<file path="src/rtl/psk_symbol_serializer_pkg.sv">
// Shared definitions for the PSK symbol serializer: FSM state encoding and
// the helpers that size the per-sample symbol counter.
package psk_defs;

  // Controller states. Only IDLE and RUN are legal; any other encoding
  // that appears on the state register is steered back to IDLE.
  typedef enum logic [1:0] {
    ST_IDLE = 2'b00,
    ST_RUN  = 2'b01
  } psk_state_e;

  // Number of k-bit symbols carried by one FIFO sample.
  function automatic int sym_per_sample(input int sample_width,
                                        input int bits_per_symbol);
    return sample_width / bits_per_symbol;
  endfunction

  // Width of a counter that must hold 0..n-1. This is never narrower than
  // one bit, so a single-symbol sample still has a legal counter.
  function automatic int cnt_width(input int n);
    return (n <= 1) ? 1 : $clog2(n);
  endfunction

endpackage

</file>
<file path="src/rtl/psk_symbol_serializer_phase_map.sv">
// Symbol-to-phase mapper. It optionally Gray-encodes the symbol and then
// optionally accumulates it modulo 2^k for differential PSK. The phase
// register changes only when i_acc_en is high, which happens on the edge
// that starts a symbol.
module psk_phase_map
  import psk_defs::*;
#(
  parameter int BITS_PER_SYMBOL = 2,
  parameter int GRAY            = 0,
  parameter int DIFFERENTIAL    = 0
) (
  input  logic                       clk,
  input  logic                       rst,
  input  logic                       i_acc_en,
  input  logic [BITS_PER_SYMBOL-1:0] i_symbol,
  output logic [BITS_PER_SYMBOL-1:0] o_phase
);

  logic [BITS_PER_SYMBOL-1:0] w_gray;
  logic [BITS_PER_SYMBOL-1:0] w_mapped;
  logic [BITS_PER_SYMBOL-1:0] w_acc_next;
  logic [BITS_PER_SYMBOL-1:0] r_acc;
  logic [BITS_PER_SYMBOL-1:0] r_phase;

  // Gray-encode first, then add to the running sum. The sum wraps
  // naturally because it is exactly k bits wide.
  always_comb begin
    w_gray     = i_symbol ^ (i_symbol >> 1);
    w_mapped   = (GRAY != 0) ? w_gray : i_symbol;
    w_acc_next = r_acc + w_mapped;
  end

  // Update the phase and the accumulator only on a symbol-start edge.
  always_ff @(posedge clk) begin
    if (rst) begin
      r_acc   <= '0;
      r_phase <= '0;
    end else if (i_acc_en) begin
      r_acc   <= w_acc_next;
      r_phase <= (DIFFERENTIAL != 0) ? w_acc_next : w_mapped;
    end
  end

  assign o_phase = r_phase;

endmodule

</file>
<file path="src/rtl/psk_symbol_serializer.sv">
// PSK symbol serializer. It pops samples from a show-ahead FIFO, slices each
// sample into k-bit symbols, and holds each symbol for clks_per_symbol clocks
// while it drives a phase index to the carrier stage.
//
// FIFO handshake: 'sample' is valid whenever 'empty' is low. 'read' is a
// combinational pop that is high only in a cycle where this block also
// captures 'sample' on the closing clock edge. The FIFO must therefore treat
// read as "consumed at this edge", and it is never asserted while empty is
// high, while enable is low, or while rst is high.
module psk_symbol_serializer
  import psk_defs::*;
#(
  parameter int SAMPLE_WIDTH    = 8,
  parameter int BITS_PER_SYMBOL = 2,
  parameter int CPS_WIDTH       = 8,
  parameter int MSB_FIRST       = 0,
  parameter int DIFFERENTIAL    = 0,
  parameter int GRAY            = 0
) (
  input  logic                       clk,
  input  logic                       rst,
  input  logic                       enable,
  input  logic [CPS_WIDTH-1:0]       clks_per_symbol,
  input  logic [SAMPLE_WIDTH-1:0]    sample,
  input  logic                       empty,
  output logic                       read,
  output logic [BITS_PER_SYMBOL-1:0] phase,
  output logic                       symb_strobe,
  output logic                       nsync,
  output logic                       underrun,
  output logic                       busy,
  output logic [1:0]                 dbg_state
);

  localparam int SYMS  = sym_per_sample(SAMPLE_WIDTH, BITS_PER_SYMBOL);
  localparam int SYM_W = cnt_width(SYMS);
  localparam logic [SYM_W-1:0]     LAST_SYM = SYM_W'(SYMS - 1);
  localparam logic [CPS_WIDTH-1:0] CPS_ONE  = CPS_WIDTH'(1);

  psk_state_e                 r_state;
  psk_state_e                 w_state_next;
  logic [SAMPLE_WIDTH-1:0]    r_sample;
  logic [SAMPLE_WIDTH-1:0]    w_shifted;
  logic [CPS_WIDTH-1:0]       r_clk_cnt;
  logic [CPS_WIDTH-1:0]       r_cps;
  logic [CPS_WIDTH-1:0]       w_cps_in;
  logic [SYM_W-1:0]           r_sym_cnt;
  logic                       r_strobe;
  logic                       r_nsync;
  logic                       w_go;
  logic                       w_last_clk;
  logic                       w_last_sym;
  logic                       w_capture;
  logic                       w_shift;
  logic                       w_stop;
  logic [BITS_PER_SYMBOL-1:0] w_symbol;

  // Derived timing terms. A zero clocks-per-symbol value is treated as one.
  // The sample register is shifted toward the end from which symbols are
  // taken, so the next symbol always sits at that end.
  always_comb begin
    w_go       = enable & ~rst;
    w_cps_in   = (clks_per_symbol == '0) ? CPS_ONE : clks_per_symbol;
    w_last_clk = (r_clk_cnt == (r_cps - CPS_ONE));
    w_last_sym = (r_sym_cnt == LAST_SYM);
    if (MSB_FIRST != 0) begin
      w_shifted = r_sample << BITS_PER_SYMBOL;
    end else begin
      w_shifted = r_sample >> BITS_PER_SYMBOL;
    end
  end

  // Symbol for the edge that starts a symbol. On a capture it comes from the
  // incoming FIFO word. On a shift it comes from the shifted sample register.
  always_comb begin
    if (MSB_FIRST != 0) begin
      w_symbol = w_capture ? sample[SAMPLE_WIDTH-1 -: BITS_PER_SYMBOL]
                           : w_shifted[SAMPLE_WIDTH-1 -: BITS_PER_SYMBOL];
    end else begin
      w_symbol = w_capture ? sample[BITS_PER_SYMBOL-1:0]
                           : w_shifted[BITS_PER_SYMBOL-1:0];
    end
  end

  // FSM state register.
  always_ff @(posedge clk) begin
    if (rst) begin
      r_state <= ST_IDLE;
    end else begin
      r_state <= w_state_next;
    end
  end

  // FSM next-state logic and the combinational pop and underrun strobes.
  // At the end of the last symbol of a sample, the next sample is captured
  // on the same edge when one is available, so no gap cycle is inserted.
  always_comb begin
    w_state_next = r_state;
    w_capture    = 1'b0;
    w_shift      = 1'b0;
    w_stop       = 1'b0;
    case (r_state)
      ST_IDLE: begin
        if (w_go && !empty) begin
          w_capture    = 1'b1;
          w_state_next = ST_RUN;
        end
      end
      ST_RUN: begin
        if (w_go && w_last_clk) begin
          if (!w_last_sym) begin
            w_shift = 1'b1;
          end else if (!empty) begin
            w_capture = 1'b1;
          end else begin
            w_stop       = 1'b1;
            w_state_next = ST_IDLE;
          end
        end
      end
      default: begin
        w_state_next = ST_IDLE;
      end
    endcase
    read     = w_capture;
    underrun = w_stop;
  end

  // Datapath: sample register, counters, the latched clocks-per-symbol value,
  // and the registered strobe and nsync flags. The cps value is latched only
  // on an edge that starts a symbol, so a mid-symbol change waits for the
  // next symbol. While enable is low, every register holds its value.
  always_ff @(posedge clk) begin
    if (rst) begin
      r_sample  <= '0;
      r_clk_cnt <= '0;
      r_sym_cnt <= '0;
      r_cps     <= '0;
      r_strobe  <= 1'b0;
      r_nsync   <= 1'b1;
    end else if (w_capture) begin
      r_sample  <= sample;
      r_clk_cnt <= '0;
      r_sym_cnt <= '0;
      r_cps     <= w_cps_in;
      r_strobe  <= 1'b1;
      r_nsync   <= 1'b0;
    end else if (w_shift) begin
      r_sample  <= w_shifted;
      r_clk_cnt <= '0;
      r_sym_cnt <= r_sym_cnt + 1'b1;
      r_cps     <= w_cps_in;
      r_strobe  <= 1'b1;
      r_nsync   <= 1'b1;
    end else if (w_stop) begin
      r_clk_cnt <= '0;
      r_sym_cnt <= '0;
      r_strobe  <= 1'b0;
      r_nsync   <= 1'b1;
    end else if (enable && (r_state == ST_RUN)) begin
      r_clk_cnt <= r_clk_cnt + CPS_ONE;
      r_strobe  <= 1'b0;
    end else if (enable) begin
      r_strobe  <= 1'b0;
    end
  end

  psk_phase_map #(
    .BITS_PER_SYMBOL (BITS_PER_SYMBOL),
    .GRAY            (GRAY),
    .DIFFERENTIAL    (DIFFERENTIAL)
  ) u_phase_map (
    .clk      (clk),
    .rst      (rst),
    .i_acc_en (w_capture | w_shift),
    .i_symbol (w_symbol),
    .o_phase  (phase)
  );

  // When enable is low, the strobe is masked and its register is frozen.
  // The strobe therefore marks the first enabled cycle of each symbol.
  assign symb_strobe = r_strobe & enable;
  assign nsync       = r_nsync;
  assign busy        = (r_state == ST_RUN);
  assign dbg_state   = r_state;

endmodule

</file>
<file path="config.mk">
export PLATFORM = sky130hd
export DESIGN_NAME = psk_symbol_serializer
export DESIGN_NICKNAME = d
export VERILOG_FILES = /design/src/rtl/psk_symbol_serializer_pkg.sv /design/src/rtl/psk_symbol_serializer_phase_map.sv /design/src/rtl/psk_symbol_serializer.sv
export SDC_FILE = /design/constraint.sdc
export NUM_CORES = 1
export LEC_CHECK = 0
export CAP_MARGIN = 20
export CELL_PAD_IN_SITES_DETAIL_PLACEMENT = 2
export CELL_PAD_IN_SITES_GLOBAL_PLACEMENT = 2
export CORE_UTILIZATION = 31
export DETAILED_ROUTE_END_ITERATION = 8
export PLACE_DENSITY_LB_ADDON = 0.1
export SYNTH_ARGS = -nofsm -noshare
export SYNTH_HDL_FRONTEND = slang
export SYNTH_SLANG_ARGS = --single-unit
</file>
<file path="constraint.sdc">
create_clock -name clk -period 4.7 [get_ports clk]
set_clock_uncertainty 0.2 [all_clocks]
set_input_delay 1.41 -clock clk [delete_from_list [all_inputs] [get_ports clk]]
set_output_delay 1.41 -clock clk [all_outputs]
set_load 0.01 [all_outputs]
</file>
* Word-level counts from Yosys, hierarchy flattened *
Index checks and enable logic that the tools add are counted.

cells by class
  bitwise operators = 4
  mux-type cells = 33
  eq/ne operators = 7
  add/subtract/negate cells = 3
  reduce and logical (&&, ||, !) cells = 13

operators with widths
  cell                                                                     number
  8-bit 2-to-1 mux                                                         5
  1-bit 2-to-1 mux                                                         19
  2-bit 2-to-1 mux                                                         7
  8-bit by 1-bit adder with 8-bit output, second input constant            1
  8-bit equality test                                                      1
  8-bit zero test                                                          1
  8-bit by 1-bit subtractor with 8-bit output, second input constant       1
  5-bit nonzero test                                                       1
  2-bit by 1-bit inequality test with 1-bit output, second input constant  2
  2-bit inequality test, second input constant                             2
  2-bit case mux with 2 select lines                                       1
  4-bit AND reduction                                                      1
  2-bit nonzero test                                                       2
  4-bit OR reduction                                                       1
  1-bit logical AND                                                        3
  3-bit nonzero test                                                       1
  2-bit by 1-bit adder with 2-bit output, second input constant            1
  1-bit AND                                                                2
  2-bit by 1-bit equality test with 1-bit output, second input constant    1
  2-bit equality test, second input constant                               1
  2-bit zero test                                                          1
  1-bit case mux with 2 select lines                                       1
  2-bit OR reduction                                                       1
  1-bit zero test                                                          1
  2 further kinds                                                          2

word-level totals
  word-level logic and storage cells = 68
  output and inout port bits = 9
  input port bits = 20
  flip-flop bits (word level) = 32

* Logic depth before layout (Yosys ltp) *
  depth in word-level cells = 8
  gate-level depth with buffers = 9
  depth with buffers taken out = 8

* Hierarchy *
From an unflattened synthesis, not the netlist that was laid out.

second synthesis, totals
  cell total of the unflattened synthesis = 186
  area total of the unflattened synthesis = 1592.8 µm²

by module, submodules not included
  module                 sequential area each (µm²)  cells each  times used  area an instance (µm²)
  psk_symbol_serializer  540.5                       180         1           1525.2
  psk_phase_map          40.0                        6           1           67.6

* Least setup slack after synthesis *
No wires, ideal clock.

  path type = in2out
  from = in rst
  to = out underrun
  data arrival time = 2527 ps
  buffers on the path = 1
  data required time = 3090 ps
  cell stages on the path = 6
  slack = 563 ps
  cell sequence = and3b_1 -> nand4_1 -> a2111oi_2 -> o21a_2 -> buf_4 -> and3_1

between the ends
  word-level cells in the longest chain between the ends = 5

ends and longest elaborated chain
  element            line                          text
  start, declared    psk_symbol_serializer.sv:21   input logic rst,
  1-bit NOT          psk_symbol_serializer.sv:62   w_go = enable & ~rst;
  1-bit AND          psk_symbol_serializer.sv:62
  1-bit logical AND  psk_symbol_serializer.sv:110  if (w_go && w_last_clk) begin
  1-bit 2-to-1 mux   psk_symbol_serializer.sv:110
  1-bit 2-to-1 mux   psk_symbol_serializer.sv:102  case (r_state)
  end, declared      psk_symbol_serializer.sv:30   output logic underrun,

Every way passes these cells.

* Worst setup path in the final report *
  from = in rst
  to = out read

between the ends
  word-level cells in the longest chain between the ends = 5
  elaborated cells between the ends (all ways) = 7
  classes of those cells = mux (3); bitwise (2); reduce/logical (2)

ends and longest elaborated chain
  element                                      line                                                        text
  1-bit NOT (*)                                psk_symbol_serializer.sv:62
  1-bit AND (*)                                psk_symbol_serializer.sv:62
  1-bit logical AND, on equally long branches  psk_symbol_serializer.sv:110, psk_symbol_serializer.sv:104
  1-bit 2-to-1 mux, on equally long branches   psk_symbol_serializer.sv:110, psk_symbol_serializer.sv:104
  1-bit case mux with 2 select lines (*)       psk_symbol_serializer.sv:102
  end, declared                                psk_symbol_serializer.sv:26                                 output logic read,

Every way passes the cells marked *; elsewhere a longest branch is shown, timed or not.

==> key figures <==
Outcome
  – Outcome: complete, no violations

Synthesis
  – Cell variety after synth: 41
  – Area leader, netlist: dfxtp_1
  – Synth Net Count: 200
  – Seq/Total Area, Yosys: 0.3656
  – Netlist Area Pre-Place: 1588 um^2
  – Top-area cell type share of the netlist area: 0.3656
  – Ranking of synthesized cells by area: dfxtp_1 (37%), mux2_4 (5.7%), xnor2_1 (5.0%)
  – Flops & latches, synth: 29
  – Synthesized netlist cell count: 177
  – Synth warnings: 0
  – Syn avg cell area: 8.970 um^2

Critical path
  – CP max FO: 2
  – CP max stage delay: 0.26 ns
  – Kind of end point of the critical path: output pin
  – CP max stage cell: dlygate4sd2_1
  – Crit path cell chain: dlygate4sd2_1 > and3b_1 > nand4_1 > a2111oi_4 > o21a_2 > buf_4 > a21o_1 > clkdlybuf4s15_1
  – Worst Path Required: 3.09 ns
  – Critical Path AT: 3.01 ns
  – Crit-path leading delay family: compound AO/OA/AOI/OAI gates
  – Startpoint types: input port
  – Crit Path Class: input port to output pin
  – Crit path buf inv count: 3

Floorplanning
  – Ports: 29
  – Core Region: 4817 um^2
  – DIE HEIGHT: 73.57 um
  – Die Span X: 73.57 um
  – Die area: 5412 um^2
  – Initial Util: 0.3296
  – # rows: 25

Global routing
  – Global-route wire length before repair: 7265 um
  – GRT Overall Usage: 0.1826
  – Largest net degree at the start of global routing: 20
  – Initial antenna violation count: 0
  – Vias in the first global route: 1507
  – Overflow after GRT: 0

Placed design
  – I/O Buffers: 27
  – Placed Cells: 268
  – DP Area: 1941 um^2
  – RePlAce Congestion: 0.8095
  – Final HPWL DP: 3377 um

Pwr
  – Clock power frac: 0.372
  – Flop pwr share: 0.479
  – Total power draw: 0.0005494 W
  – Internal: 0.0004158 W
  – Comb pwr share: 0.149
  – Leak: 0.8003 nW
  – P per Cell Area: 266.8 nW/um^2
  – Sw Share: 0.2432
  – Max IR drop VDD: 0.0001117 V
  – NetSw: 0.0001336 W

Layout
  – Area growth, synth to finish: 29.71%
  – Finished Layout Cells: 278
  – Final instance area: 2059 um^2
  – Layout cells sized above 1: 0.1564
  – Seq. cell area: 580.6 um^2
  – ANT cells: 0
  – Layout Nets: 234
  – Fillers: 553
  – Multi-input logic area: 910.9 um^2

Detailed routing
  – Routed vias: 1373
  – Remaining DRCs: 0
  – DRT antenna net count: 0
  – Met2 wire len: 2219 um
  – Met1 wire length: 2035 um
  – Top sig layer: met4
  – DR vias/cell: 4.939
  – Final WL: 4447 um
  – DR iter-0 viols: 71
  – Wire length per cell: 16.00 um
  – Met3 wire length: 145 um
  – Drt pass-1 iters: 4

Timing
  – Post-route setup TNS: 0 ns
  – Final Hold Vio Count: 0
  – Worst Hold Slack: 0.2834 ns
  – Final Max Slew Viols: 0
  – Endpoints failing setup: 0
  – Crit share post-route: 0.9824
  – Fmax: 216.6 MHz
  – RSZ-0062 raised after global routing: no
  – Min cycle time layout: 4.617 ns
  – Relative slew slack: 0.5538
  – Least-Margin Pin Slew: 0.6693 ns

Flow run
  – Max Cap Viol: 0

Worst hold path
  – Worst min path class: register to register

Clock tree
  – CTS Buffer Depth: 2
  – Clock-pin slew on the worst setup and hold paths: 0.06 ns
  – Hold buffers post-CTS: 0
  – TritonCTS clock tree: built
  – CTS sink count: 29
  – CTS root buf: clkbuf_8
  – # H-tree levels: 2
  – Clock Latency Late Sink: 0.27 ns
  – CTS Buf Count: 5
cells by family after synthesis:
logic type               share of synthesized area
AO/OA/AOI/OAI                               0.1285
XOR/XNOR                                    0.1080
adder cells (fa/ha/maj)                    0.02364
buffers and inverters                      0.07171
flip-flops                                  0.3656
multiplexers                               0.08274
other                                     0.002362
AND/OR/NAND/NOR                             0.2175
layout by cell type, fill, tap and decap left out, drive strengths merged, types with 3 or more instances in the layout:
| cell type | netlist | routed |
|---|---|---|
| dfxtp | 29 | 29 |
| clkdlybuf4s50 | 0 | 23 |
| buf | 7 | 14 |
| nor2 | 11 | 11 |
| inv | 10 | 10 |
| nand2 | 10 | 10 |
| xnor2 | 9 | 9 |
| o21ai | 9 | 9 |
| a21oi | 9 | 9 |
| xor2 | 8 | 8 |
| nor2b | 7 | 7 |
| nand3b | 7 | 7 |
| mux2 | 7 | 7 |
| clkbuf | 6 | 7 |
| a22oi | 6 | 6 |
| nor3 | 5 | 5 |
| nand4 | 3 | 3 |
| mux2i | 3 | 3 |
| nand3 | 3 | 3 |
| ha | 3 | 3 |
| and3 | 3 | 3 |
area by class of cell:
type,count,share of cell area
tap,67,0.04070
clock buffer,7,0.04192
sequential,29,0.2819
timing repair buffer,40,0.1750
multi-input combinational,125,0.4423
inverter,10,0.01823
cells in the mapped netlist:
library cell,number
a32o_1,2
buf_2,1
nand2_1,10
or2_2,1
o21a_2,1
mux2_2,1
a22oi_1,6
mux2_4,6
nor4_1,2
clkbuf_1,6
nor3_1,5
nand3_1,3
a2111oi_2,1
nor2_1,11
o22ai_1,1
nand2b_1,2
mux2i_1,3
and4_1,1
nor2b_1,7
o211ai_1,1
ha_1,3
conb_1,1
o21ai_0,9
and3_1,3
dfxtp_1,29
a21oi_1,8
nand4_1,3
buf_6,1
nor3b_1,1
a21oi_2,1
xnor3_1,1
or3_1,2
and2_1,2
inv_1,10
nand3b_1,7
or3b_4,1
xor2_1,8
xnor2_1,9
and3b_1,1
a21o_1,1
buf_4,5
per-layer routing:
metal | vias to the layer above | track usage
met5 | - | 0
met4 | 0 | 0.07692
met3 | 4 | 0.03018
met2 | 26 | 0.3119
met1 | 675 | 0.2261
li1 | 668 | -
state kept, by name (all words and copies together) (netlist names):
register / count
r_clk_cnt: 8
r_cps: 8
r_sample: 8
r_sym_cnt: 2
dbg_state: 1
nsync: 1
r_strobe: 1
final timing paths:
kind,from,endpoint,slack [ns],cells after the start
worst max register to register,r_cps[0],r_sample[7],1.50,11
worst max-delay path,rst,read,0.08,8
worst min register to register,r_sym_cnt[1],r_sym_cnt[1],0.28,2
worst min-delay path,r_sym_cnt[1],r_sym_cnt[1],0.28,2
stage by stage:
stage | setup slack (ns) | util
6_report | 0.08275 | 0.4275
5_1_grt | 0.01480 | 0.4275
4_1_cts | 0.03462 | 0.4286
2_1_floorplan | 0.5627 | -
3_5_place_dp | -0.4138 | 0.4029
3_3_place_gp | -0.3268 | 0.4029
worst reg2reg max path: cells and delay by family, from the launching register on:
| family | cells | cell delay, ns |
|---|---|---|
| DFF | 1 | 0.37 |
| AOI/OAI and AO/OA | 4 | 1.00 |
| adders and majority gates | 1 | 0.18 |
| and+or+nand+nor | 2 | 0.83 |
| buffers and inverters | 4 | 0.51 |
power groups by stage:
stage	clock [W]	sequential [W]	combinational [W]
after global placement	0	0.000268	0.0000770
after floorplan	0	0.000266	0.0000474
after detailed placement	0	0.000269	0.0000808
final	0.000204	0.000263	0.0000819
after global routing	0.000225	0.000264	0.0000892
after CTS	0.000213	0.000263	0.0000821
repair_timing:
| item | in CTS | in global routing |
|---|---|---|
| buffers inserted | 3 | 0 |
| setup endpoints to repair | 2 | 2 |
| pin swaps | 1 | 1 |
| resized for setup | 8 | 2 |
No activity file was read; power rests on OpenSTA's default activity.
